## src/rtl/smpl_iter_ctrl.sv

```systemverilog
// Per-triangle sample scheduler: walks a snapped bounding box on the subsample
// grid in raster order, issuing SAMPLES horizontally adjacent positions per cycle.
//
// state   | meaning
// --------+-----------------------------------------------------------------
// ST_WAIT | idle, ready for a box (halt_R13L=1); degenerate boxes dropped here
// ST_TEST | iterating; registered R14 group is live, advances when halt_R14L=1
module smpl_iter_ctrl #(
  parameter int SIGFIG  = 24,
  parameter int RADIX   = 10,
  parameter int VERTS   = 3,
  parameter int AXIS    = 3,
  parameter int COLORS  = 3,
  parameter int SAMPLES = 2
) (
  input  logic                     clk,
  input  logic                     rst,
  input  logic signed [SIGFIG-1:0] tri_R13S [VERTS][AXIS],
  input  logic        [SIGFIG-1:0] color_R13U [COLORS],
  input  logic signed [SIGFIG-1:0] box_R13S [2][2],
  input  logic        [1:0]        ss_lg2_R13U,
  input  logic                     validTri_R13H,
  output logic                     halt_R13L,
  input  logic                     halt_R14L,
  output logic signed [SIGFIG-1:0] tri_R14S [VERTS][AXIS],
  output logic        [SIGFIG-1:0] color_R14U [COLORS],
  output logic signed [SIGFIG-1:0] sample_R14S [SAMPLES][2],
  output logic        [SAMPLES-1:0] validSamp_R14H
);

  typedef logic signed [SIGFIG-1:0] pos_t;
  typedef enum logic {ST_WAIT = 1'b0, ST_TEST = 1'b1} state_t;

  state_t state_q, state_d;
  pos_t   x_q, x_d;
  pos_t   y_q, y_d;
  pos_t   ll_x_q, ll_x_d;
  pos_t   ur_x_q, ur_x_d;
  pos_t   ur_y_q, ur_y_d;
  pos_t   step_q, step_d;
  pos_t   tri_q [VERTS][AXIS];
  pos_t   tri_d [VERTS][AXIS];
  logic [SIGFIG-1:0] color_q [COLORS];
  logic [SIGFIG-1:0] color_d [COLORS];
  pos_t   samp_q [SAMPLES][2];
  pos_t   samp_d [SAMPLES][2];
  logic [SAMPLES-1:0] valid_q, valid_d;

  pos_t   step_in;
  pos_t   box_ll_x, box_ll_y, box_ur_x, box_ur_y;
  logic   box_degen;
  pos_t   step_span;
  pos_t   nx, ny;

  // Group to be loaded into the R14 registers this cycle.
  logic   grp_load;
  logic   grp_done;
  pos_t   grp_x, grp_y, grp_step, grp_urx;
  pos_t   lane_x [SAMPLES];
  logic [SAMPLES-1:0] lane_ok;

  always_comb begin
    step_in   = pos_t'(1) << (RADIX - int'(ss_lg2_R13U));
    box_ll_x  = box_R13S[0][0];
    box_ll_y  = box_R13S[0][1];
    box_ur_x  = box_R13S[1][0];
    box_ur_y  = box_R13S[1][1];
    box_degen = (box_ll_x > box_ur_x) || (box_ll_y > box_ur_y);
    step_span = pos_t'(SAMPLES) * step_q;
    nx        = x_q + step_span;
    ny        = y_q + step_q;
  end

  always_comb begin
    state_d  = state_q;
    x_d      = x_q;
    y_d      = y_q;
    ll_x_d   = ll_x_q;
    ur_x_d   = ur_x_q;
    ur_y_d   = ur_y_q;
    step_d   = step_q;
    tri_d    = tri_q;
    color_d  = color_q;
    grp_load = 1'b0;
    grp_done = 1'b0;
    grp_x    = x_q;
    grp_y    = y_q;
    grp_step = step_q;
    grp_urx  = ur_x_q;
    case (state_q)
      ST_WAIT: begin
        if (validTri_R13H) begin
          tri_d   = tri_R13S;
          color_d = color_R13U;
          step_d  = step_in;
          ll_x_d  = box_ll_x;
          ur_x_d  = box_ur_x;
          ur_y_d  = box_ur_y;
          x_d     = box_ll_x;
          y_d     = box_ll_y;
          if (!box_degen) begin
            state_d  = ST_TEST;
            grp_load = 1'b1;
            grp_x    = box_ll_x;
            grp_y    = box_ll_y;
            grp_step = step_in;
            grp_urx  = box_ur_x;
          end
        end
      end
      ST_TEST: begin
        if (halt_R14L) begin
          if (nx <= ur_x_q) begin
            x_d      = nx;
            grp_load = 1'b1;
            grp_x    = nx;
          end else if (ny <= ur_y_q) begin
            x_d      = ll_x_q;
            y_d      = ny;
            grp_load = 1'b1;
            grp_x    = ll_x_q;
            grp_y    = ny;
          end else begin
            state_d  = ST_WAIT;
            grp_done = 1'b1;
          end
        end
      end
      default: state_d = ST_WAIT;
    endcase
  end

  always_comb begin
    for (int i = 0; i < SAMPLES; i++) begin
      lane_x[i]  = grp_x + pos_t'(i) * grp_step;
      lane_ok[i] = (lane_x[i] <= grp_urx);
    end
  end

  // R14 group register: loads a new group, clears on exit, otherwise holds (stall).
  always_comb begin
    samp_d  = samp_q;
    valid_d = valid_q;
    if (grp_load) begin
      for (int i = 0; i < SAMPLES; i++) begin
        samp_d[i][0] = lane_x[i];
        samp_d[i][1] = grp_y;
      end
      valid_d = lane_ok;
    end else if (grp_done) begin
      valid_d = '0;
    end
  end

  always_ff @(posedge clk) begin
    if (rst) begin
      state_q <= ST_WAIT;
      x_q     <= '0;
      y_q     <= '0;
      ll_x_q  <= '0;
      ur_x_q  <= '0;
      ur_y_q  <= '0;
      step_q  <= '0;
      tri_q   <= '{default: '0};
      color_q <= '{default: '0};
      samp_q  <= '{default: '0};
      valid_q <= '0;
    end else begin
      state_q <= state_d;
      x_q     <= x_d;
      y_q     <= y_d;
      ll_x_q  <= ll_x_d;
      ur_x_q  <= ur_x_d;
      ur_y_q  <= ur_y_d;
      step_q  <= step_d;
      tri_q   <= tri_d;
      color_q <= color_d;
      samp_q  <= samp_d;
      valid_q <= valid_d;
    end
  end

  assign halt_R13L      = (state_q == ST_WAIT);
  assign tri_R14S       = tri_q;
  assign color_R14U     = color_q;
  assign sample_R14S    = samp_q;
  assign validSamp_R14H = valid_q;

endmodule
```

## config.mk

```make
export PLATFORM = sky130hd
export DESIGN_NAME = smpl_iter_ctrl
export DESIGN_NICKNAME = d
export VERILOG_FILES = /design/src/rtl/smpl_iter_ctrl.sv
export SDC_FILE = /design/constraint.sdc
export NUM_CORES = 1
export LEC_CHECK = 0
export ABC_AREA = 1
export BUFFER_PORTS_ARGS = -buffer_cell sky130_fd_sc_hd__buf_2
export CAP_MARGIN = 30
export CORE_ASPECT_RATIO = 1.5
export CORE_MARGIN = 2
export CORE_UTILIZATION = 25
export DETAILED_ROUTE_END_ITERATION = 10
export HOLD_SLACK_MARGIN = 0.15
export PLACE_DENSITY = 0.43
export RECOVER_POWER = 100
export SLEW_MARGIN = 30
export SYNTH_ARGS = -nofsm -noshare
export SYNTH_HDL_FRONTEND = slang
export SYNTH_SLANG_ARGS = --single-unit
```

## constraint.sdc

```tcl
create_clock -name clk -period 20 [get_ports clk]
set_input_delay 4 -clock clk [delete_from_list [all_inputs] [get_ports clk]]
set_output_delay 4 -clock clk [all_outputs]
set_load 0.01 [all_outputs]
```

==> summary.md <==
- detailed-route vias per instance: 4.74
- Syn Area/Cell: 7.23 um2
- Yosys reg bits: 498
- post-synthesis instance total: 3517
- leading post-synthesis cells by instance count: sky130_fd_sc_hd__nor2_1 (691), sky130_fd_sc_hd__dfxtp_1 (498), sky130_fd_sc_hd__o21ai_0 (495), sky130_fd_sc_hd__nand2_1 (466), sky130_fd_sc_hd__inv_1 (304)
- Total GRT Usage: 22.3%
- clock insertion delay at the later pin of the skew report: 650 ps
- worst slew pin tran: 6150 ps
- cell count of the worst hold path: 2
- maximum level of the CTS H-tree: 2
- worst-path fanout max: 33
- maximum number of pins on one net before global-route repair: 208
- Worst Skew: 32.2 ps
- final setup fails: 0
- most area-consuming cells after synthesis: sky130_fd_sc_hd__dfxtp_1 (39%), sky130_fd_sc_hd__nor2_1 (10%), sky130_fd_sc_hd__o21ai_0 (9.7%), sky130_fd_sc_hd__ha_1 (9.4%), sky130_fd_sc_hd__nand2_1 (6.9%)
- first-pass GRT wire length: 175000 um
- type of the worst setup path: reg -> reg
- cell count along the critical path: 50
- violations in the final reports: max-capacitance violations, max-slew violations
- fraction of final layout cells sized beyond drive strength 1: 12.8%
- post-route cell area: 0.0316 mm2
- Critical Path End Type: flip-flop
- CP Data Required Time: 20510 ps
- slowest cell on the critical path: sky130_fd_sc_hd__nor2_1
- full die area: 0.104 mm2
- worst reg2reg endpoint: validSamp_R14H[1]
- Pwr per Cell Area: 96.2 mW/mm2
- Port-buffer cells: 776
- min cycle time layout: 14400 ps
- count of buffers added by post-CTS timing repair for setup: 0
- Ys Warns: 0
- clock sink count: 498
- reported leakage power: 14.7 nW
- unique cell type count in the Yosys netlist: 55
- type of the worst min-delay path: reg -> reg
- I/O pin cnt: 777
- master cell of the clock root buffer: sky130_fd_sc_hd__clkbuf_16
- prevailing post-synth register cell: sky130_fd_sc_hd__dfxtp_1
- cell class contributing the biggest share of worst-path delay: simple AND/OR/NAND/NOR gates
- clock slew at reported path FFs: 60 ps
- setup repair after global routing missed its margin: no
- DRT iter0 DRCs: 1474
- sink of the worst hold path: ll_x_q[7]
- drc violations: 0
- Yosys top cell area share: 39.2%
- number of max-cap violations: 13
- run status: finished, violations left
- number of max-slew violations in the final report: 865
- EDFF count, synth: 0
- TritonCTS Buffers: 56
- clock tree from TritonCTS: yes
- detailed-route via count: 26200
- Placeable Area: 0.101 mm2
- wire length reported by the detailed router: 121000 um
- net count of the mapped netlist: 4102
- maximum ir drop on the vdd rail: 0.0640 mV
- effective utilization at floorplan: 25.2%
- Hold Startpoint: ll_x_q[7]
- share of synthesized registers carrying an async set or reset: 0%
- HPWL Detailed: 92000 um
- layout filler cell count: 11400
- average wire length per cell after detail routing: 21.9 um
- worst path buffer plus inverter count: 5
- origin of the critical flop-to-flop path: step_q[0]
- CTS Hold Bufs: 0
- row count: 143
- most common cell in the synthesized netlist: sky130_fd_sc_hd__nor2_1
- total count of hold-check failures in the final report: 0
- Fin Setup TNS: 0 ps
- number of global-route vias before repair: 26100
- Worst setup SP type: flip-flop
- largest area contributor in the netlist: sky130_fd_sc_hd__dfxtp_1
- count of TritonRoute iterations in the first routing pass: 7
- delay contributed by the slowest stage of the critical path: 1570 ps
- remaining antenna violation count after routing: 0
- number of antenna violations at the first check in global routing: 37
- worst slew margin relative to its limit: -310%
- fraction of the yosys area taken by sequential cells: 39.2%
- overall die width: 264 um
- P&R area growth vs syn: 24.4%
- Clock Tree Buf Depth: 3
- flop-to-flop setup slack: 5600 ps
- Routability Congestion: 0.901
- die height: 395 um
- CP Data Arrival Time: 14910 ps
- cell area after synthesis: 0.0254 mm2
- fin crit share: 72.0%
- fmax: 69.5 MHz
- cell occurring most often along the worst timing path: sky130_fd_sc_hd__nand2_1
- cell count of the worst reg-to-reg path: 50
- Congestion Overflow GR: 0
- cell area after placement: 0.0302 mm2
- Net count, final: 4745
- number of resized instances in the post-cts repair step: 0
-- layout by cell type, fill, tap and decap left out, types with 20 or more instances in the layout --
| master | synthesis | final |
|---|---|---|
| sky130_fd_sc_hd__nand3_1 | 78 | 81 |
| sky130_fd_sc_hd__xor2_1 | 36 | 36 |
| sky130_fd_sc_hd__clkbuf_1 | 152 | 409 |
| sky130_fd_sc_hd__nand4_1 | 32 | 32 |
| sky130_fd_sc_hd__buf_2 | 21 | 389 |
| sky130_fd_sc_hd__inv_1 | 304 | 306 |
| sky130_fd_sc_hd__ha_1 | 192 | 192 |
| sky130_fd_sc_hd__o21ai_1 | 32 | 20 |
| sky130_fd_sc_hd__a21oi_1 | 222 | 221 |
| sky130_fd_sc_hd__a31oi_1 | 39 | 39 |
| sky130_fd_sc_hd__nand2_1 | 466 | 470 |
| sky130_fd_sc_hd__o21ai_0 | 495 | 508 |
| sky130_fd_sc_hd__o211ai_1 | 26 | 26 |
| sky130_fd_sc_hd__dfxtp_1 | 498 | 498 |
| sky130_fd_sc_hd__nor3_1 | 24 | 24 |
| sky130_fd_sc_hd__nor2_1 | 691 | 692 |
| sky130_fd_sc_hd__clkbuf_16 | 0 | 58 |
-- logic make-up (layout without fill, tap and decap cells) --
family | after synthesis | count (layout) | synth area share, %
and+or+nand+nor | 1338 | 1338 | 21.6
AOI/OAI and AO/OA | 902 | 902 | 19.2
other | 0 | 8 | 0
buffers and inverters | 528 | 1218 | 8.41
adders and majority gates | 195 | 195 | 9.68
xor gates and xnor gates | 56 | 56 | 1.96
DFF | 498 | 498 | 39.2
-- report_power, final --
part	leakage [nW]	switching [mW]	total [mW]	internal, mW
Combinational	9.63	0.509	0.743	0.235
Clock	0.985	0.474	1.15	0.674
Sequential	4.12	0.0630	1.15	1.09
Total	14.7	1.05	3.04	2.00
-- worst max-delay path by stage --
stage,end,start,slack [ps]
6_report,validSamp_R14H[1],step_q[0],5600
4_1_cts,validSamp_R14H[1],step_q[0],8370
3_3_place_gp,validSamp_R14H[1],box_R13S[23],8370
5_1_grt,validSamp_R14H[1],step_q[0],4490
2_1_floorplan,validSamp_R14H[1],box_R13S[23],10560
3_5_place_dp,validSamp_R14H[1],box_R13S[23],8230
-- worst register-to-register path, delay by kind of cell (launching register included) --
kind	cells	cell delay (ps)
xor gates and xnor gates	1	120
buffers and inverters	5	1370
AOI/OAI and AO/OA	12	2950
DFF	1	450
and+or+nand+nor	27	7710
adders and majority gates	5	1690
-- metal layers --
metal  part of all wire (%)  global-route usage, %
met5                   0.28                      0
met4                    4.7                   8.24
met3                    6.6                   5.58
met2                     51                   41.6
met1                     38                   24.0
-- sequential cells by signal (all words and copies together), names as in the netlist --
register and cells:
color_R14U 72, ll_x_q 24, sample_R14S 72, state_q 1, step_q 15, tri_R14S 216
ur_x_q 24, ur_y_q 24, validSamp_R14H 2, x_q 24, y_q 24
-- per-stage QoR --
step	util [%]	hold WS, ps	total power [mW]	std cells	worst slack [ps]
finish	31.3	463	3.04	5520	5600
global route	31.3	484	3.20	5515	4490
CTS	31.9	462	3.10	5511	8370
detailed placement	29.9	453	1.94	5406	8230
global placement	29.9	450	1.94	5405	8370
floorplan	-	441	1.61	3517	10560
-- area by class of cell --
type	instances	area [um2]	share of cell area (%)
sequential	498	9970	31.5
antenna	8	20.0	0.0633
inverter	315	1190	3.76
clock inverter	18	268	0.846
timing repair buffer	798	3540	11.2
tap	1305	1630	5.16
clock buffer	87	1740	5.50
multi-input combinational	2491	13300	42.0
No activity file was read; power rests on OpenSTA's default activity.
